## src/rtl/big_adder_pkg.sv

```systemverilog
// Shared constants and elaboration helpers for the pipelined wide adder/subtractor.
// The operand is split into equal chunks, one chunk added per pipeline stage.
package big_adder_pkg;

    localparam int DEF_WIDTH  = 16;
    localparam int DEF_STAGES = 4;

    function automatic bit split_ok(input int width, input int stages);
        return (stages > 0) && (width > 0) && ((width % stages) == 0);
    endfunction

    function automatic int chunk_width(input int width, input int stages);
        return width / stages;
    endfunction

endpackage

```

## src/rtl/big_adder_pipe_if.sv

```systemverilog
// Operand/result handshake bundle between an operand source (master) and the adder pipe (slave).
interface big_adder_pipe_if #(
    parameter int WIDTH = big_adder_pkg::DEF_WIDTH
);
    logic             in_valid;
    logic             in_ready;
    logic [WIDTH-1:0] a_in;
    logic [WIDTH-1:0] b_in;
    logic             c_in;
    logic             sub;
    logic             out_valid;
    logic             out_ready;
    logic [WIDTH-1:0] So;
    logic             c_out;
    logic             ovf;

    modport master (
        output in_valid, a_in, b_in, c_in, sub, out_ready,
        input  in_ready, out_valid, So, c_out, ovf
    );

    modport slave (
        input  in_valid, a_in, b_in, c_in, sub, out_ready,
        output in_ready, out_valid, So, c_out, ovf
    );

endinterface

```

## src/rtl/adder_chunk.sv

```systemverilog
// Combinational W-bit adder slice with carry in and carry out; one instance per pipeline stage.
module adder_chunk #(
    parameter int W = 4
) (
    input  logic [W-1:0] a,
    input  logic [W-1:0] b,
    input  logic         ci,
    output logic [W-1:0] s,
    output logic         co
);

    assign {co, s} = {1'b0, a} + {1'b0, b} + {{W{1'b0}}, ci};

endmodule

```

## src/rtl/big_adder_pipe.sv

```systemverilog
// Pipelined WIDTH-bit adder/subtractor: one CHUNK per stage, carry registered between stages,
// elastic valid/ready flow control where bubbles collapse and a full pipe sustains one op per cycle.
module big_adder_pipe
    import big_adder_pkg::*;
#(
    parameter int WIDTH  = DEF_WIDTH,
    parameter int STAGES = DEF_STAGES
) (
    input logic             clk,
    input logic             rst,
    big_adder_pipe_if.slave bus
);

    localparam int CHUNK = chunk_width(WIDTH, STAGES);

    if (!split_ok(WIDTH, STAGES)) begin : g_bad_split
        $error("big_adder_pipe: WIDTH must be a non-zero multiple of STAGES");
    end

    logic [STAGES-1:0] v;
    logic [STAGES-1:0] adv;

    // A stage may load when it is empty or when the stage after it is also moving.
    always_comb begin
        adv = '0;
        adv[STAGES-1] = ~v[STAGES-1] | bus.out_ready;
        for (int k = STAGES - 2; k >= 0; k--) begin
            adv[k] = ~v[k] | adv[k+1];
        end
    end

    assign bus.in_ready = adv[0] & ~rst;

    for (genvar k = 0; k < STAGES; k++) begin : stg
        localparam int OPW = (STAGES - k) * CHUNK;

        logic [OPW-1:0]   src_a;
        logic [OPW-1:0]   src_b;
        logic [WIDTH-1:0] src_sum;
        logic [WIDTH-1:0] new_sum;
        logic             src_c;
        logic             src_v;
        logic [CHUNK-1:0] s;
        logic             co;
        logic [WIDTH-1:0] sum_q;
        logic             c_q;
        logic             v_q;

        // Stage 0 folds the subtract mode in: B is inverted and the borrow becomes a carry.
        if (k == 0) begin : g_in
            assign src_a   = bus.a_in;
            assign src_b   = bus.sub ? ~bus.b_in : bus.b_in;
            assign src_c   = bus.c_in ^ bus.sub;
            assign src_v   = bus.in_valid & bus.in_ready;
            assign src_sum = '0;
        end else begin : g_in
            assign src_a   = stg[k-1].g_ops.a_q;
            assign src_b   = stg[k-1].g_ops.b_q;
            assign src_c   = stg[k-1].c_q;
            assign src_v   = stg[k-1].v_q;
            assign src_sum = stg[k-1].sum_q;
        end

        adder_chunk #(.W(CHUNK)) u_add (
            .a  (src_a[CHUNK-1:0]),
            .b  (src_b[CHUNK-1:0]),
            .ci (src_c),
            .s  (s),
            .co (co)
        );

        always_comb begin
            new_sum = src_sum;
            new_sum[k*CHUNK +: CHUNK] = s;
        end

        always_ff @(posedge clk) begin
            if (rst) begin
                v_q   <= 1'b0;
                sum_q <= '0;
                c_q   <= 1'b0;
            end else if (adv[k]) begin
                v_q   <= src_v;
                sum_q <= new_sum;
                c_q   <= co;
            end
        end

        assign v[k] = v_q;

        // Only the not-yet-added operand chunks travel on; the last stage keeps the overflow flag instead.
        if (k < STAGES - 1) begin : g_ops
            logic [OPW-CHUNK-1:0] a_q;
            logic [OPW-CHUNK-1:0] b_q;

            always_ff @(posedge clk) begin
                if (rst) begin
                    a_q <= '0;
                    b_q <= '0;
                end else if (adv[k]) begin
                    a_q <= src_a[OPW-1:CHUNK];
                    b_q <= src_b[OPW-1:CHUNK];
                end
            end
        end else begin : g_last
            logic ovf_q;

            always_ff @(posedge clk) begin
                if (rst) begin
                    ovf_q <= 1'b0;
                end else if (adv[k]) begin
                    ovf_q <= (src_a[CHUNK-1] == src_b[CHUNK-1]) & (s[CHUNK-1] != src_a[CHUNK-1]);
                end
            end
        end
    end

    assign bus.out_valid = stg[STAGES-1].v_q;
    assign bus.So        = stg[STAGES-1].sum_q;
    assign bus.c_out     = stg[STAGES-1].c_q;
    assign bus.ovf       = stg[STAGES-1].g_last.ovf_q;

endmodule

```

## src/flat_wrapper.sv

```systemverilog
// flat-port wrapper written by rule: the top's interface ports become plain ports
module big_adder_pipe_flat import big_adder_pkg::*;
#(
    parameter int WIDTH  = DEF_WIDTH,
    parameter int STAGES = DEF_STAGES
)
  (clk, rst, bus_in_valid, bus_a_in, bus_b_in, bus_c_in, bus_sub, bus_out_ready, bus_in_ready, bus_out_valid, bus_So, bus_c_out, bus_ovf);
  big_adder_pipe_if #(.WIDTH(WIDTH)) bus_i ();
  input logic clk;
  input logic rst;
  input wire logic [$bits(bus_i.in_valid)-1:0] bus_in_valid;
  input wire logic [$bits(bus_i.a_in)-1:0] bus_a_in;
  input wire logic [$bits(bus_i.b_in)-1:0] bus_b_in;
  input wire logic [$bits(bus_i.c_in)-1:0] bus_c_in;
  input wire logic [$bits(bus_i.sub)-1:0] bus_sub;
  input wire logic [$bits(bus_i.out_ready)-1:0] bus_out_ready;
  output wire logic [$bits(bus_i.in_ready)-1:0] bus_in_ready;
  output wire logic [$bits(bus_i.out_valid)-1:0] bus_out_valid;
  output wire logic [$bits(bus_i.So)-1:0] bus_So;
  output wire logic [$bits(bus_i.c_out)-1:0] bus_c_out;
  output wire logic [$bits(bus_i.ovf)-1:0] bus_ovf;
  assign bus_i.in_valid = bus_in_valid;
  assign bus_i.a_in = bus_a_in;
  assign bus_i.b_in = bus_b_in;
  assign bus_i.c_in = bus_c_in;
  assign bus_i.sub = bus_sub;
  assign bus_i.out_ready = bus_out_ready;
  assign bus_in_ready = bus_i.in_ready;
  assign bus_out_valid = bus_i.out_valid;
  assign bus_So = bus_i.So;
  assign bus_c_out = bus_i.c_out;
  assign bus_ovf = bus_i.ovf;
  big_adder_pipe #(.WIDTH(WIDTH), .STAGES(STAGES)) u_core (.clk(clk), .rst(rst), .bus(bus_i));
endmodule
```

## config.mk

```make
export PLATFORM = sky130hd
export DESIGN_NAME = big_adder_pipe_flat
export DESIGN_NICKNAME = d
export VERILOG_FILES = /design/src/rtl/big_adder_pkg.sv /design/src/rtl/big_adder_pipe_if.sv /design/src/rtl/adder_chunk.sv /design/src/rtl/big_adder_pipe.sv /design/src/flat_wrapper.sv
export SDC_FILE = /design/constraint.sdc
export NUM_CORES = 1
export LEC_CHECK = 0
export CAP_MARGIN = 20
export CORE_ASPECT_RATIO = 1.75
export CORE_MARGIN = 2
export CORE_UTILIZATION = 55
export CTS_CLUSTER_DIAMETER = 30
export DETAILED_ROUTE_END_ITERATION = 10
export GPL_TIMING_DRIVEN = 0
export PLACE_DENSITY = 0.77
export SLEW_MARGIN = 5
export SYNTH_ARGS = -nofsm -noshare
export SYNTH_HDL_FRONTEND = slang
export SYNTH_HIERARCHICAL = 1
export SYNTH_SLANG_ARGS = --single-unit
```

## constraint.sdc

```tcl
create_clock -name clk -period 6.5 [get_ports clk]
set_clock_uncertainty 0.1 [all_clocks]
set_input_delay 1.3 -clock clk [delete_from_list [all_inputs] [get_ports clk]]
set_output_delay 1.3 -clock clk [all_outputs]
set_load 0.005 [all_outputs]
```

======== Word-level counts from Yosys, hierarchy flattened ========
Index checks and enable logic that the tools add are counted.
storage, ports and cells
  flip-flop bits (word level) ............. 97
  input bits .............................. 38
  word-level logic and storage cells ...... 44
cells by class
  $add $sub $neg .......................... 8
  equality and inequality tests ........... 2
  multiplexer cells ....................... 1
  bitwise operators ....................... 14
operators by type and width
  kind                  number
  adder 4 x 4 -> 5 bit  4
  adder 5 x 1 -> 5 bit  4
  two-way mux 16 bit    1
  NOT 16 bit            1
  NOT 1 bit             5
  OR 1 bit              4
  bitwise AND 1 bit     3
  equality test 1 bit   1
  != test 1 bit         1
  XOR 1 bit             1

======== Depth between registers and ports, before layout ========
  depth after elaboration ................. 7
  gate-level depth with buffers ........... 11
  depth with buffers taken out ............ 9

======== Modules after synthesis ========
The synthesis kept the hierarchy.
modules (own cells, without submodules)
  module          instances  cells an instance  area each (um^2)  sequential area each (um^2)
  big_adder_pipe  1          448                3651.0            1941.9
  adder_chunk     4          16                 143.9             0.0

======== Worst setup path before layout ========
OpenSTA, ideal clock, no wires.
  path type ............................... in2out
  from .................................... input port bus_out_ready
  to ...................................... output port bus_in_ready
  arrival ................................. 1.799 ns
  path slack .............................. 3.301 ns
  stages on the path ...................... 4
  buffers on the path ..................... 1
  cell sequence ........................... nand4b_1 > buf_4 > nor2_1 > nor2_1
on the way
  word-level cells in the longest chain between the ends .. 5
RTL lines
  what                    line                  source
  from (decl)             flat_wrapper.sv:16    input wire logic [$bits(bus_i.out_ready)-1:0] bus_out_ready;
  OR 1 bit                big_adder_pipe.sv:26  adv[STAGES-1] = ~v[STAGES-1] | bus.out_ready;
  OR 1 bit (3 in series)  big_adder_pipe.sv:28  adv[k] = ~v[k] | adv[k+1];
  bitwise AND 1 bit       big_adder_pipe.sv:32  assign bus.in_ready = adv[0] & ~rst;
  to (decl)               flat_wrapper.sv:17    output wire logic [$bits(bus_i.in_ready)-1:0] bus_in_ready;
No other way between the ends.

======== Worst setup path after layout ========
Ends and elaborated chain as after synthesis.

==> reports/results.ini <==
[setup_path]
crit_start = bus_out_ready
endpoint_kind = output pin
critical_path_fanouts_max = 10
crit_arrival_ns = 2.89
timing.critical_path.required_ns = 5.10
timing.rr.start = u_core/stg[2].g_ops.a_q[0]
setup.worst_path.class = primary input to output pin
critPathLaunchType = primary input

[placed_design]
dp_worst_setup_slack_ns = 2.222
numPortBuffers = 55
gp_congestion = 0.8456
post-dp-hpwl_mm = 7.124

[finish]
number_of_diodes = 0
final_layout_size_suffix_gt1_frac = 0.07414
layout.nets = 636
area_growth_syn_to_layout_pct = 21.58

[yosys]
syn-instance-count = 512
yosys.cell_count.top_type = sky130_fd_sc_hd__nand2_1
synth.cells.most_frequent = sky130_fd_sc_hd__nand2_1, sky130_fd_sc_hd__dfxtp_1, sky130_fd_sc_hd__a21oi_1
synthDominantCellAreaShare = 0.4594
yosys.cell_types.count = 28
synth_edf_count = 0
synth.ff_latch_count = 97
synthesis.area_um2 = 4227
netlist_top_cells_area = sky130_fd_sc_hd__dfxtp_1, sky130_fd_sc_hd__nand2_1, sky130_fd_sc_hd__a21oi_1
synth_seq_area_share = 0.4594
synth.net_count = 570
dominantRegCellSynth = sky130_fd_sc_hd__dfxtp_1
yosys_warnings = 6
synth_top_cell_by_area = sky130_fd_sc_hd__dfxtp_1
async_reset_ff_frac = 0
avgSynthCellArea_um2 = 8.255

[sta]
report.final.slew_viol_count = 0
setup_slack_ns = 2.206
finalHoldWorstSlack_ns = 0.3476
timing_hold_violations_final = 0
setup_violations = 0
worstMarginPinSlew_ns = 0.6524
setup_total_negative_slack_ns = 0
timing.fmax_mhz = 232.9
setup_repair_after_global_routing_missed_its_margin = false
max-slew-margin-rel = 0.5650
layout_min_cycle_time_ns = 4.294
post-route-period-util = 0.6606

[floorplanning]
die_height_um = 120.0
io_pins = 58
placementRows = 42
design.core.area_um2 = 7515
starting_utilization_of_the_core_area = 0.5624
floorplan.die.width_um = 70.27
die_area_um2 = 8429

[route]
detail_route.wl_per_cell_um = 13.89
finalWirelength_mm = 9.278
vias = 3583
final_antenna_net_count = 0
detailedRoute.firstIterationViolations = 201
detail_route.first_pass.iterations = 4
drt-vias-per-instance = 5.364
drt_drc_violations_left = 0

[clock_tree]
cts_hold_buf = 0
clockRootBuffer = sky130_fd_sc_hd__clkbuf_16
post_cts.repair.setup_buffers = 0
ctsHtreeMaxLevel = 3
cts_tree = yes
cts_sinks = 97
clk-insertion-delay-late_ns = 0.34
cts_max_path_buffers = 2
cts_inserted_buffers = 9
path_clk_slew_ns = 0.06
ctsResizeCount = 0

[grt]
global_route_wire_length_before_repair_mm = 15.50
grt_overflow_total = 0
maximum_number_of_pins_on_one_net_before_global_route_repair = 14
vias_in_the_first_global_route = 3486
grt_antenna_before_repair = 0
grt_util_all_layers = 0.2337

[pwr]
power-per-cell-area_nw_per_um2 = 246.8
vdd_drop_max_uv = 139.9
static-leakage-power_nw = 1.994
power_mw = 1.268

[worst_hold_path]
hold_path.startpoint = u_core/bus.So[11]
hold_path.class = register to register

[run_status]
outcome = completed

[job]
max_cap_viol = 0

[per-layer routing]
metal / global-route usage / part of all wire / up-vias
met1: 0.2438 / 0.38 / 1641
met3: 0.03023 / 0.030 / 26
li1: - / - / 1825
met2: 0.4304 / 0.55 / 91
met5: 0 / 0 / -
met4: 0.1442 / 0.033 / 0
[metrics by stage]
step,util,cells,area (um2)
floorplan,-,512,4227
finish,0.6838,668,5139
CTS,0.6838,668,5139
global placement,0.6504,655,4887
detailed placement,0.6504,655,4887
global route,0.6838,668,5139
[critical path, cell delays in order]
cell,delay (ns)
sky130_fd_sc_hd__clkdlybuf4s50_1,0.49
sky130_fd_sc_hd__nand4b_1,0.26
sky130_fd_sc_hd__buf_4,0.20
sky130_fd_sc_hd__nor2_1,0.13
sky130_fd_sc_hd__nor2_1,0.05
sky130_fd_sc_hd__clkdlybuf4s50_1,0.46
[cell families after synthesis]
| logic type | count (synthesis) | share of synthesized area |
|---|---|---|
| AO/OA/AOI/OAI | 124 | 0.1548 |
| XOR/XNOR | 25 | 0.05181 |
| adder cells (fa/ha/maj) | 20 | 0.07341 |
| buffers and inverters | 56 | 0.06572 |
| flip-flops | 97 | 0.4594 |
| AND/OR/NAND/NOR | 190 | 0.1948 |
[cells in the final DEF (no fill, tap or decap), types with 7 or more instances in the layout]
cell type / count
sky130_fd_sc_hd__o21ai_0: 21
sky130_fd_sc_hd__clkdlybuf4s50_1: 55
sky130_fd_sc_hd__buf_4: 7
sky130_fd_sc_hd__inv_1: 17
sky130_fd_sc_hd__clkbuf_16: 9
sky130_fd_sc_hd__nor3_1: 23
sky130_fd_sc_hd__nor2_1: 7
sky130_fd_sc_hd__xor2_1: 17
sky130_fd_sc_hd__fa_1: 8
sky130_fd_sc_hd__a21oi_1: 93
sky130_fd_sc_hd__dfxtp_1: 97
sky130_fd_sc_hd__buf_2: 15
sky130_fd_sc_hd__clkbuf_1: 16
sky130_fd_sc_hd__ha_1: 12
sky130_fd_sc_hd__nand3_1: 17
sky130_fd_sc_hd__nand2_1: 126
sky130_fd_sc_hd__xnor2_1: 8
[where the power goes]
group	total [mW]	switching [mW]	internal (mW)
clock network	0.464	0.202	0.263
logic	0.150	0.0737	0.0759
registers	0.654	0.0214	0.633
[state kept, by name, indices dropped and copies added (netlist names)]
signal / count
u_core/stg.g_ops.a_q: 24
u_core/stg.g_ops.b_q: 24
u_core/stg.sum_q: 24
u_core/bus.So: 16
u_core/stg.c_q: 3
u_core/stg.v_q: 3
u_core/bus.c_out: 1
u_core/bus.out_valid: 1
u_core/bus.ovf: 1
[area by class of cell]
cell class	count	area (um2)
clock buffer	12	246.5
timing repair buffer	55	550.5
clock inverter	1	5.005
fill	688	2376
buffer	39	214.0
multi-input combinational	359	2007
sequential	97	1942
inverter	17	63.81
tap	88	110.1
[worst paths after layout]
kind                  endpoint  slack, ns  cells after the start
min          u_core/bus.So[11]       0.35                      2
min reg2reg  u_core/bus.So[11]       0.35                      2
max reg2reg     u_core/bus.ovf       4.25                      6
max               bus_in_ready       2.21                      6
Power figures use the tool's default switching activity.
